### src/rtl/ysyx_24080006_pkg.sv
// Shared types and encodings for the SYSTEM-instruction unit and its CSR-file access interface.
package ysyx_24080006_pkg;

    typedef enum logic [2:0] {
        S_IDLE,
        S_EXEC,
        S_TRAP,
        S_WB,
        S_REDIR
    } sysu_state_e;

    typedef enum logic [1:0] {
        CSR_READ  = 2'd0,
        CSR_WRITE = 2'd1,
        CSR_SET   = 2'd2,
        CSR_CLEAR = 2'd3
    } csr_op_e;

    typedef enum logic [11:0] {
        CSR_NONE     = 12'h000,
        CSR_MSTATUS  = 12'h300,
        CSR_MTVEC    = 12'h305,
        CSR_MSCRATCH = 12'h340,
        CSR_MEPC     = 12'h341,
        CSR_MCAUSE   = 12'h342
    } system_e;

    typedef struct packed {
        logic    csr_enable;
        csr_op_e csr_op;
        system_e csr_name;
    } csr_set_t;

    typedef enum logic [1:0] {
        OP_CSR,
        OP_ECALL,
        OP_MRET
    } op_kind_e;

    localparam logic [2:0]  F3_PRIV    = 3'b000;
    localparam logic [11:0] F12_ECALL  = 12'h000;
    localparam logic [11:0] F12_EBREAK = 12'h001;
    localparam logic [11:0] F12_MRET   = 12'h302;

    // Set/clear with a zero source register or zimm degrade to a pure read.
    function automatic csr_op_e csr_op_of(input logic [1:0] f3_lo, input logic [4:0] src);
        case (f3_lo)
            2'b01:   return CSR_WRITE;
            2'b10:   return (src == 5'd0) ? CSR_READ : CSR_SET;
            2'b11:   return (src == 5'd0) ? CSR_READ : CSR_CLEAR;
            default: return CSR_READ;
        endcase
    endfunction

endpackage

### src/rtl/ysyx_24080006_sysu.sv
// SYSTEM-instruction execution unit: sequences CSR accesses, ecall/mret commits, rd writeback
// and fetch redirects as a single five-state FSM.
module ysyx_24080006_sysu
    import ysyx_24080006_pkg::*;
#(
    parameter logic [11:0] MTVEC_ADDR  = 12'h305,
    parameter logic [11:0] MEPC_ADDR   = 12'h341,
    parameter logic [31:0] TARGET_MASK = 32'hFFFF_FFFE
) (
    input  logic        clock,
    input  logic        reset,
    input  logic        in_valid,
    output logic        in_ready,
    input  logic [2:0]  in_funct3,
    input  logic [11:0] in_imm12,
    input  logic [4:0]  in_rs1_idx,
    input  logic [31:0] in_rs1_data,
    input  logic [4:0]  in_rd,
    input  logic [31:0] in_pc,
    input  logic        flush,
    output logic        csr_enable,
    output csr_op_e     csr_op,
    output system_e     csr_name,
    output logic [31:0] csr_wdata,
    input  logic [31:0] csr_rdata,
    output logic [31:0] csr_pc,
    output logic        ecall,
    output logic        mret,
    output logic        out_valid,
    input  logic        out_ready,
    output logic [4:0]  out_rd,
    output logic [31:0] out_data,
    output logic        redirect_valid,
    input  logic        redirect_ready,
    output logic [31:0] redirect_pc,
    output logic        ebreak,
    output logic        illegal
);

    sysu_state_e state, state_next;
    op_kind_e    kind_q;
    logic [2:0]  funct3_q;
    logic [11:0] imm12_q;
    logic [4:0]  rs1_idx_q;
    logic [31:0] rs1_data_q;
    logic [31:0] pc_q;
    csr_set_t    csr_req;

    logic dec_csr, dec_ecall, dec_mret, dec_ebreak, accept;

    always_comb begin
        dec_csr    = (in_funct3[1:0] != 2'b00);
        dec_ecall  = (in_funct3 == F3_PRIV) && (in_imm12 == F12_ECALL);
        dec_mret   = (in_funct3 == F3_PRIV) && (in_imm12 == F12_MRET);
        dec_ebreak = (in_funct3 == F3_PRIV) && (in_imm12 == F12_EBREAK);
    end

    // A flush in IDLE must also block a same-cycle accept.
    assign in_ready = (state == S_IDLE) && !flush;
    assign accept   = in_valid && in_ready;

    always_comb begin
        // NOTE: every output of this block gets a default first so no path can infer a latch.
        state_next     = state;
        csr_req        = '{csr_enable: 1'b0, csr_op: CSR_READ, csr_name: CSR_NONE};
        csr_wdata      = 32'd0;
        ecall          = 1'b0;
        mret           = 1'b0;
        out_valid      = 1'b0;
        redirect_valid = 1'b0;
        case (state)
            S_IDLE: begin
                if (accept && (dec_csr || dec_ecall || dec_mret)) state_next = S_EXEC;
            end
            S_EXEC: begin
                if (flush) begin
                    state_next = S_IDLE;
                end else if (kind_q == OP_CSR) begin
                    csr_req.csr_enable = 1'b1;
                    csr_req.csr_op     = csr_op_of(funct3_q[1:0], rs1_idx_q);
                    csr_req.csr_name   = system_e'(imm12_q);
                    csr_wdata          = funct3_q[2] ? {27'd0, rs1_idx_q} : rs1_data_q;
                    state_next         = S_WB;
                end else begin
                    csr_req.csr_name = (kind_q == OP_ECALL) ? system_e'(MTVEC_ADDR)
                                                            : system_e'(MEPC_ADDR);
                    state_next       = S_TRAP;
                end
            end
            S_TRAP: begin
                ecall      = (kind_q == OP_ECALL);
                mret       = (kind_q == OP_MRET);
                state_next = S_REDIR;
            end
            S_WB: begin
                out_valid = 1'b1;
                if (out_ready) state_next = S_IDLE;
            end
            S_REDIR: begin
                redirect_valid = 1'b1;
                if (redirect_ready) state_next = S_IDLE;
            end
            default: state_next = S_IDLE;
        endcase
    end

    assign csr_enable = csr_req.csr_enable;
    assign csr_op     = csr_req.csr_op;
    assign csr_name   = csr_req.csr_name;
    assign csr_pc     = pc_q;

    always_ff @(posedge clock) begin
        // NOTE: sequential state uses non-blocking assignments so every flop samples pre-edge values.
        if (reset) begin
            state       <= S_IDLE;
            kind_q      <= OP_CSR;
            funct3_q    <= 3'd0;
            imm12_q     <= 12'd0;
            rs1_idx_q   <= 5'd0;
            rs1_data_q  <= 32'd0;
            pc_q        <= 32'd0;
            out_rd      <= 5'd0;
            out_data    <= 32'd0;
            redirect_pc <= 32'd0;
            ebreak      <= 1'b0;
            illegal     <= 1'b0;
        end else begin
            state   <= state_next;
            ebreak  <= accept && dec_ebreak;
            illegal <= accept && !(dec_csr || dec_ecall || dec_mret || dec_ebreak);
            if (accept) begin
                kind_q     <= dec_ecall ? OP_ECALL : (dec_mret ? OP_MRET : OP_CSR);
                funct3_q   <= in_funct3;
                imm12_q    <= in_imm12;
                rs1_idx_q  <= in_rs1_idx;
                rs1_data_q <= in_rs1_data;
                pc_q       <= in_pc;
                out_rd     <= in_rd;
            end
            // Old CSR value or trap target is captured on the commit cycle only.
            if (state == S_EXEC && !flush) begin
                if (kind_q == OP_CSR) out_data    <= csr_rdata;
                else                  redirect_pc <= csr_rdata & TARGET_MASK;
            end
        end
    end

endmodule

### config.mk
export PLATFORM = sky130hd
export DESIGN_NAME = ysyx_24080006_sysu
export DESIGN_NICKNAME = d
export VERILOG_FILES = /design/src/rtl/ysyx_24080006_pkg.sv /design/src/rtl/ysyx_24080006_sysu.sv
export SDC_FILE = /design/constraint.sdc
export NUM_CORES = 1
export LEC_CHECK = 0
export BUFFER_PORTS_ARGS = -buffer_cell sky130_fd_sc_hd__buf_2
export CORE_MARGIN = 2
export CORE_UTILIZATION = 52
export CTS_BUF_LIST = sky130_fd_sc_hd__clkbuf_2 sky130_fd_sc_hd__clkbuf_4 sky130_fd_sc_hd__clkbuf_8
export DETAILED_ROUTE_END_ITERATION = 10
export MAX_ROUTING_LAYER = met4
export PLACE_DENSITY_LB_ADDON = 0.15
export SYNTH_ARGS = -nofsm -noshare
export SYNTH_HDL_FRONTEND = slang
export SYNTH_SLANG_ARGS = --single-unit
export TNS_END_PERCENT = 30
### constraint.sdc
create_clock -name clock -period 5.3 [get_ports clock]
set_clock_uncertainty 0.15 [all_clocks]
set_input_delay 0.265 -clock clock [delete_from_list [all_inputs] [get_ports clock]]
set_output_delay 0.265 -clock clock [all_outputs]
set_load 0.005 [all_outputs]
==> results of run 1 <==
-- sequential cells by signal, summed over array words and instances (netlist names), 2 cells and up --
signal / cells
csr_pc: 32
funct3_q: 3
imm12_q: 12
kind_q: 2
out_data: 32
out_rd: 5
redirect_pc: 31
rs1_data_q: 32
rs1_idx_q: 5
state: 3
-- logic make-up after synthesis --
logic type             count (synthesis)
other                                  1
DFF                                  159
muxes                                  5
buffers and inverters                 62
and+or+nand+nor                      391
AOI/OAI and AO/OA                    164
-- per-layer routing --
layer / share of wire (%) / vias up
li1: - / 3252
met1: 40 / 3043
met2: 48 / 332
met3: 7.1 / 80
met4: 5.4 / 0
met5: 0 / -
-- cell usage in the layout, fill, tap and decap left out, drive strengths merged, types with 2 or more instances in the layout --
cell | Yosys | final
nor3 | 5 | 5
bufinv | 0 | 2
nor4 | 3 | 3
clkinv | 0 | 4
a21oi | 155 | 155
nor2 | 19 | 19
buf | 25 | 282
and2 | 29 | 29
a211oi | 2 | 2
o21ai | 3 | 3
clkbuf | 32 | 23
or3 | 4 | 4
nand2 | 314 | 314
and3 | 9 | 9
inv | 5 | 5
nor4b | 2 | 2
dfxtp | 159 | 159
mux2i | 5 | 5
dlygate4sd3 | 0 | 123
-- power breakdown --
part | internal (W) | total, W | switching, W
Sequential | 0.00125 | 0.00128 | 0.0000333
Combinational | 0.000162 | 0.000340 | 0.000178
Clock | 0.000456 | 0.000872 | 0.000416
Total | 0.00186 | 0.00249 | 0.000627
-- layout make-up --
type                       count  area [um^2]  share of cell area [%]
sequential                   159         3183                   35.36
timing repair buffer         405         2650                   29.44
multi-input combinational    561         2592                   28.80
clock buffer                  23        291.5                   3.238
tap                          143        178.9                   1.987
clock inverter                 7        87.58                  0.9729
inverter                       5        18.77                  0.2085
-- worst max path at each step --
stage          startpoint         to
2_1_floorplan   kind_q[1]  csr_op[0]
3_5_place_dp     state[0]  csr_op[0]
4_1_cts          state[0]  csr_op[0]
3_3_place_gp     state[0]  csr_op[0]
6_report         state[0]  csr_op[0]
5_1_grt          state[0]  csr_op[0]
-- critical path, cell delays in order, from the launching register on --
cell	delay [ns]
dfxtp_1	0.50
nor4b_2	0.88
nand2_2	0.74
inv_2	0.74
nand2_1	0.12
a21oi_1	0.14
buf_2	0.13
-- per-stage QoR --
step	utilization [%]	cells
CTS	78.84	1303
detailed placement	64.74	1150
global placement	64.74	1150
floorplan	-	782
finish	78.84	1303
global route	78.84	1303
==> results.md, run 1 <==
* Outcome: complete, no violations
* Ports at 282
* Hold/Removal Path Class: input pin to flip-flop
* Per-cell routed wire length at 15.08 um
* Worst setup margin at 1.168 ns
* Pre-Repair DR Iteration Count at 5
* Multiplexer share of the synthesized area at 0.8242%
* Clock Latency Late Sink at 0.44 ns
* LEAKAGE at 4.048 nW
* Max_slew headroom at 31.60%
* RSZ-0062 raised after global routing: false
* Vias in the first global route at 6600
* Synth Flop Type: dfxtp_1
* Most used routing layer in global routing: met2
* Die area at 12560 um^2
* Site Rows at 39
* Post-Syn Instances at 782
* Post-CTS Setup Inserts at 0
* Worst hold path stage count at 3
* Initial Utilization at 53.18%
* Syn_area_per_cell at 7.765 um^2
* Max-slew violations at 0
* Place WS at 1.620 ns
* Largest family of logic cells by synthesized area: simple AND/OR/NAND/NOR gates
* Fill count at 796
* CTS buffer count at 17
* Post-synth ARST share at 0%
* Die H at 112.1 um
* Clk slew on worst S/H paths at 0.07 ns
* Post-synthesis register bit count at 159
* Crit path max fanout at 40
* Power density over the cells at 276.8 nW/um^2
* Setup TNS Final at 0 ns
* Most common cell in the netlist: nand2_1
* CP endpoint kind: output pin
* Crit share post-route at 77.96%
* PortBufs at 280
* Clk sinks at 159
* Synth Area in Adders at 0%
* Share of post-route cells with drive strength above 1 at 28.36%
* Post-synth top cells: 313 x nand2_1, 159 x dfxtp_1, 150 x a21oi_1, 30 x clkbuf_1, 29 x and2_1
* Startpoint types: flip-flop
* Synth top area cells: dfxtp_1 52%, nand2_1 19%, a21oi_1 12%
* Placed Area at 7392 um^2
* Final setup viols at 0
* Die width at 112.1 um
* RR Startpoint: state[0]
* Count of cell types in the netlist at 39
* Cell taking the most area after synthesis: dfxtp_1
* Hold Path End: state[1]
* Global routing usage on met1 at 35.98%
* First-pass GRT wire length at 31220 um
* GRT met3 Usage at 6.533%
* Synth Net Count at 909
* Post-layout minimum cycle time at 4.132 ns
* Post-layout net count at 1276
* Final wirelength at 19650 um
* Synth top area share at 52.42%
* Reg2reg setup slack at 1.79 ns
* Worst min-delay path startpoint: flush
* Worst Path Required at 4.89 ns
* Worst reg2reg path endpoint: state[0]
* TritonCTS clock tree: built
* Min Hold Slack at 0.1025 ns
* Initial antenna violation count at 0
* Register area share after synthesis at 52.42%
* Final antenna-violating net count at 0
* EDFF count, synth at 0
* Final Hold Viols at 0
* Post-Synth Simple-Gate Area at 27.43%
* Critical path class: flip-flop to output pin
* DRC viols at 0
* Post-synthesis compound-gate area fraction at 14.16%
* # Max-Cap Violations at 0
* Synth-to-Final Area Change at 48.26%
* Post-Syn Area at 6072 um^2
* Remaining Overflow, GRT at 0
* Peak supply drop at 0.0002240 V
* Core box area at 11420 um^2
* Synth Area in XOR/XNOR at 0%
* Root Driver: clkbuf_8
* Post-route cell area at 9002 um^2
* DP HPWL at 11510 um
* Antenna Cells at 0
* Total power at 0.002492 W
* Worst reg-to-reg path cell count at 5
* Post-cts resize count at 0
* Vias at 6707
* Fmax at 0.2420 GHz
* Total GRT Usage at 31.67%
* Worst-Margin Slew at 1.023 ns
* Via/cell ratio at 5.147
* Arr. time, crit path at 3.72 ns
* DR iter-0 viols at 620
* Max Root-Sink Buffers at 2
* Synth warnings at 0
* GPL Wtd Cong at 0.8287
* Hold buffers post-CTS at 123
* H-tree levels at 4
* Met2 GRT Util at 51.64%
* Largest net degree at the start of global routing at 93
Note: power is estimated with default switching activity, not from simulation.
==> run 2: changes to the inputs <==
CORE_UTILIZATION = 48   (was 52)
clock period = 4.2 ns   (was 5.3 ns; I/O delays follow)
==> run 2 against run 1 <==
Hold slack lost 0.049 ns; highest routed layer unchanged; final area is 1.1% higher; largest power group unchanged; core utilization down 5.9 points; critical path type unchanged; non-clock buffer count up 4.
==> results.md, run 2 (synthesis gave the netlist of run 1 again) <==
* Site Rows at 41
* Hold Path End: state[1]
* Initial Utilization at 48.71%
* Multi-input logic area at 2586 um^2
* Most frequent cells in the layout: 312 x nand2_1, 279 x buf_2, 159 x dfxtp_1
* DRC viols at 0
* Worst reg2reg path endpoint: rs1_data_q[4]
* Critical path class: flip-flop to output pin
* Worst hold path stage count at 3
* Setup TNS Final at 0 ns
* Reg2reg setup slack at 1.83 ns
* Root Driver: clkbuf_8
* Post-route cell area at 9097 um^2
* Initial antenna violation count at 0
* Min Hold Slack at 0.05337 ns
* Post-CTS Setup Inserts at 0
* Post-layout util at 72.98%
* Max_slew headroom at 43.45%
* Share of post-route cells with drive strength above 1 at 28.73%
* Vias at 6514
* Fill count at 999
* Worst Path Required at 3.84 ns
* Worst min-delay path startpoint: flush
* GPL Wtd Cong at 0.8537
* Outcome: complete, no violations
* RR Startpoint: state[0]
* Pre-Repair DR Iteration Count at 4
* Post-layout minimum cycle time at 2.970 ns
* Startpoint types: flip-flop
* DP HPWL at 11780 um
* Clock Latency Late Sink at 0.45 ns
* Core box area at 12470 um^2
* Final wirelength at 19140 um
* Placed Area at 7477 um^2
* Final Hold Viols at 0
* Worst-Margin Slew at 0.8482 ns
* Clk sinks at 159
* Synth-to-Final Area Change at 49.82%
* H-tree levels at 4
* Remaining Overflow, GRT at 0
* Die area at 13570 um^2
* First-pass GRT wire length at 28970 um
* CTS buffer count at 17
* Commonest non-fill, non-tap cell in the layout: nand2_1
* Hold/Removal Path Class: input pin to flip-flop
* Hold buffers post-CTS at 123
* Peak supply drop at 0.0002572 V
* Post-layout net count at 1280
* Final setup viols at 0
* TritonCTS clock tree: built
* Final antenna-violating net count at 0
* Crit path max fanout at 39
* Ports at 282
* Worst reg-to-reg path cell count at 5
* Total GRT Usage at 28.06%
* Arr. time, crit path at 2.61 ns
* # Max-Cap Violations at 0
* Via/cell ratio at 4.865
* Die width at 116.5 um
* CP endpoint kind: output pin
* DR iter-0 viols at 465
* Post-cts resize count at 0
* Per-cell routed wire length at 14.29 um
* Power density over the cells at 345.7 nW/um^2
* LEAKAGE at 4.065 nW
* Clk slew on worst S/H paths at 0.08 ns
* RSZ-0062 raised after global routing: false
* Vias in the first global route at 6200
* Max Root-Sink Buffers at 2
* Fmax at 0.3367 GHz
* Max-slew violations at 0
* Crit share post-route at 70.72%
* Largest net degree at the start of global routing at 106
* Register area at 3183 um^2
* Die H at 116.5 um
* PortBufs at 280
-- run 2: changes by cell type in the layout (fill, tap and decap cells not counted) --
cell / before / now
buf_12: 0 / 2
buf_4: 3 / 5
clkinvlp_4: 1 / 3
and2_2: 0 / 1
and2_4: 1 / 0
clkbuf_4: 4 / 3
clkbuf_8: 19 / 18
clkinv_2: 4 / 5
clkinv_4: 0 / 1
diode_2: 0 / 1
nand2_2: 1 / 2
nand2_4: 1 / 0
-- run 2: worst max path at each step --
stage	from	end	cells past startpoint
floorplan	kind_q[1]	csr_op[0]	7
global placement	state[0]	csr_wdata[12]	7
detailed placement	state[0]	csr_wdata[20]	7
CTS	state[0]	csr_wdata[20]	7
global route	state[0]	csr_wdata[29]	7
finish	state[0]	csr_wdata[29]	7
-- run 2: power breakdown --
group / leakage, nW / internal, W / switching [W] / total (W)
sequential: 1.29 / 0.00157 / 0.0000385 / 0.00161
combinational: 2.58 / 0.000210 / 0.000220 / 0.000430
clock: 0.196 / 0.000558 / 0.000545 / 0.00110
total: 4.07 / 0.00234 / 0.000803 / 0.00314
-- run 2: critical path: stages (launching register included) --
cell and delay, ns:
dfxtp_1 0.51, nor4b_2 0.27, buf_4 0.22, nand2_2 0.07, buf_4 0.29, nor2_4 0.44
and2_1 0.21, buf_2 0.13
-- run 2: final cells by class --
type | instances | area share [%]
Sequential cell | 159 | 34.99
Timing Repair Buffer | 409 | 29.73
Multi-Input combinational cell | 561 | 28.43
Clock buffer | 21 | 2.971
Tap cell | 172 | 2.366
Clock inverter | 11 | 1.279
Inverter | 5 | 0.2063
Antenna cell | 1 | 0.02751
-- run 2: stage by stage --
| step | total power (W) | instances | setup WS [ns] |
|---|---|---|---|
| after floorplan | 0.001832 | 782 | 2.439 |
| after global placement | 0.001973 | 1183 | 1.855 |
| after detailed placement | 0.001978 | 1183 | 1.742 |
| after CTS | 0.003160 | 1338 | 1.226 |
| after global routing | 0.003289 | 1338 | 1.009 |
| final | 0.003145 | 1339 | 1.230 |
-- run 2: routing by layer --
| layer | GRT usage (%) | wire length [um] |
|---|---|---|
| met5 | - | 0 |
| met1 | 31.53 | 7882 |
| met2 | 47.83 | 9524 |
| met3 | 6.642 | 1229 |
| met4 | 11.83 | 501 |
==> run 3: changes to the inputs <==
clock period = 2.9 ns   (was 4.2 ns; I/O delays follow)
==> run 3 against run 2 <==
Non-clock buffer count rose by 6; combinational power up 47%; flip-flop and latch count unchanged; clock power is 40% higher; hold slack improved by 0.017 ns; register-to-register slack lost 1.1 ns; cell count rose by 0.37%; clock-buffer cell count up 1; core utilization up 0.48 points; critical endpoint is now csr_wdata[12]; largest power group unchanged; highest routed layer unchanged.
==> results.md, run 3 (synthesis gave the netlist of run 1 again) <==
* Outcome: complete, no violations
* WL met2 at 9640 um
* Placed Cells at 1187
* CTS buffer count at 17
* Root Driver: clkbuf_8
* Worst setup margin at 0.3050 ns
* Share of post-route cells with drive strength above 1 at 28.92%
* Fmax at 0.3854 GHz
* Final cell count without fillers at 1344
* Startpoint types: flip-flop
* Via/cell ratio at 4.908
* Per-cell routed wire length at 14.31 um
* Commonest non-fill, non-tap cell in the layout: nand2_1
* Antenna Cells at 0
* Max Root-Sink Buffers at 2
* Clock power share at 34.2%
* Post-layout net count at 1286
* H-tree levels at 4
* # Max-Cap Violations at 0
* Clk sinks at 159
* First-pass GRT wire length at 28840 um
* Net Sw Frac at 25.73%
* Logic gate share of total power at 14.1%
* Max_slew headroom at 50.09%
* Initial antenna violation count at 0
* Die width at 116.5 um
* DR iter-0 viols at 502
* Final Hold Viols at 0
* Critical path class: flip-flop to output pin
* Peak supply drop at 0.0003750 V
* Hold/Removal Path Class: input pin to flip-flop
* Setup TNS Final at 0 ns
* Final setup viols at 0
* GPL Wtd Cong at 0.7967
* Vias in the first global route at 6061
* Clk slew on worst S/H paths at 0.08 ns
* LEAKAGE at 4.091 nW
* Psw at 0.001161 W
* Final antenna-violating net count at 0
* Vias at 6597
* RSZ-0062 raised after global routing: false
* Die H at 116.5 um
* DP HPWL at 11930 um
* Remaining Overflow, GRT at 0
* M1 wire length at 7962 um
* Most frequent cells in the layout: 312 x nand2_1, 279 x buf_2, 159 x dfxtp_1
* Site Rows at 41
* Max layer used: met4
* TritonCTS clock tree: built
* Total GRT Usage at 27.88%
* Core box area at 12470 um^2
* Initial Utilization at 48.71%
* Post-layout minimum cycle time at 2.595 ns
* Met3 routed WL at 1154 um
* Reg2reg setup slack at 0.73 ns
* Die area at 13570 um^2
* Pre-Repair DR Iteration Count at 5
* Largest net degree at the start of global routing at 96
* Worst-Margin Slew at 0.7486 ns
* Synth-to-Final Area Change at 50.81%
* Arr. time, crit path at 2.30 ns
* CP endpoint kind: output pin
* Ports at 282
* Clock Latency Late Sink at 0.44 ns
* Crit share post-route at 89.48%
* Min Hold Slack at 0.07000 ns
* Place WS at 0.6520 ns
* PortBufs at 280
* Max-slew violations at 0
* Reg power frac at 51.7%
* P_int at 0.003350 W
* Crit path max fanout at 27
* Power density over the cells at 492.6 nW/um^2
* Total power at 0.004511 W
* Worst Path Required at 2.61 ns
* Final wirelength at 19230 um
* DRC viols at 0
==> run 3: stage by stage <==
stage	instance area, um^2	utilization [%]
CTS	9149	73.39
global route	9158	73.46
detailed placement	7520	60.32
global placement	7520	60.32
floorplan	6072	-
finish	9158	73.46
==> run 3: path summary, 6_finish.rpt <==
check / startpoint / endpoint / cells after the start
setup / recovery: state[0] / csr_wdata[12] / 5
hold / removal: in_valid / csr_pc[10] / 4
setup reg to reg: state[0] / rs1_data_q[17] / 5
hold reg to reg: imm12_q[3] / imm12_q[3] / 2
==> run 3: layout make-up <==
class	instances	area, um^2
Fill cell	1009	3308
Sequential cell	159	3183
Timing Repair Buffer	415	2768
Multi-Input combinational cell	561	2595
Clock buffer	22	290.3
Tap cell	172	215.2
Clock inverter	10	87.58
Inverter	5	18.77
==> run 3: critical path, stage by stage, from the launching register on <==
cell and delay (ns):
dfxtp_1 0.52, nor4b_4 0.34, nand2_2 0.21, nor2_4 0.44, and2_1 0.22, buf_2 0.11
==> run 3: power by group through the flow <==
stage	Combinational, W	Sequential, W	Clock [W]
detailed placement	0.000488	0.00238	0
floorplan	0.000279	0.00237	0
CTS	0.000622	0.00233	0.00158
finish	0.000634	0.00233	0.00154
global placement	0.000482	0.00238	0
global route	0.000698	0.00235	0.00167
==> run 3: timing repair <==
item,4_1_cts,5_1_grt
setup endpoints to repair,0,2
hold endpoints to repair,158,0
setup buffers,0,0
gates resized for setup,0,1
hold buffers,125,0
==> run 3: layer usage <==
metal / vias to the layer above / global-route usage, %
met5: - / -
met4: 0 / 11.11
met3: 37 / 6.072
met2: 235 / 47.33
met1: 3050 / 32.13
li1: 3275 / -
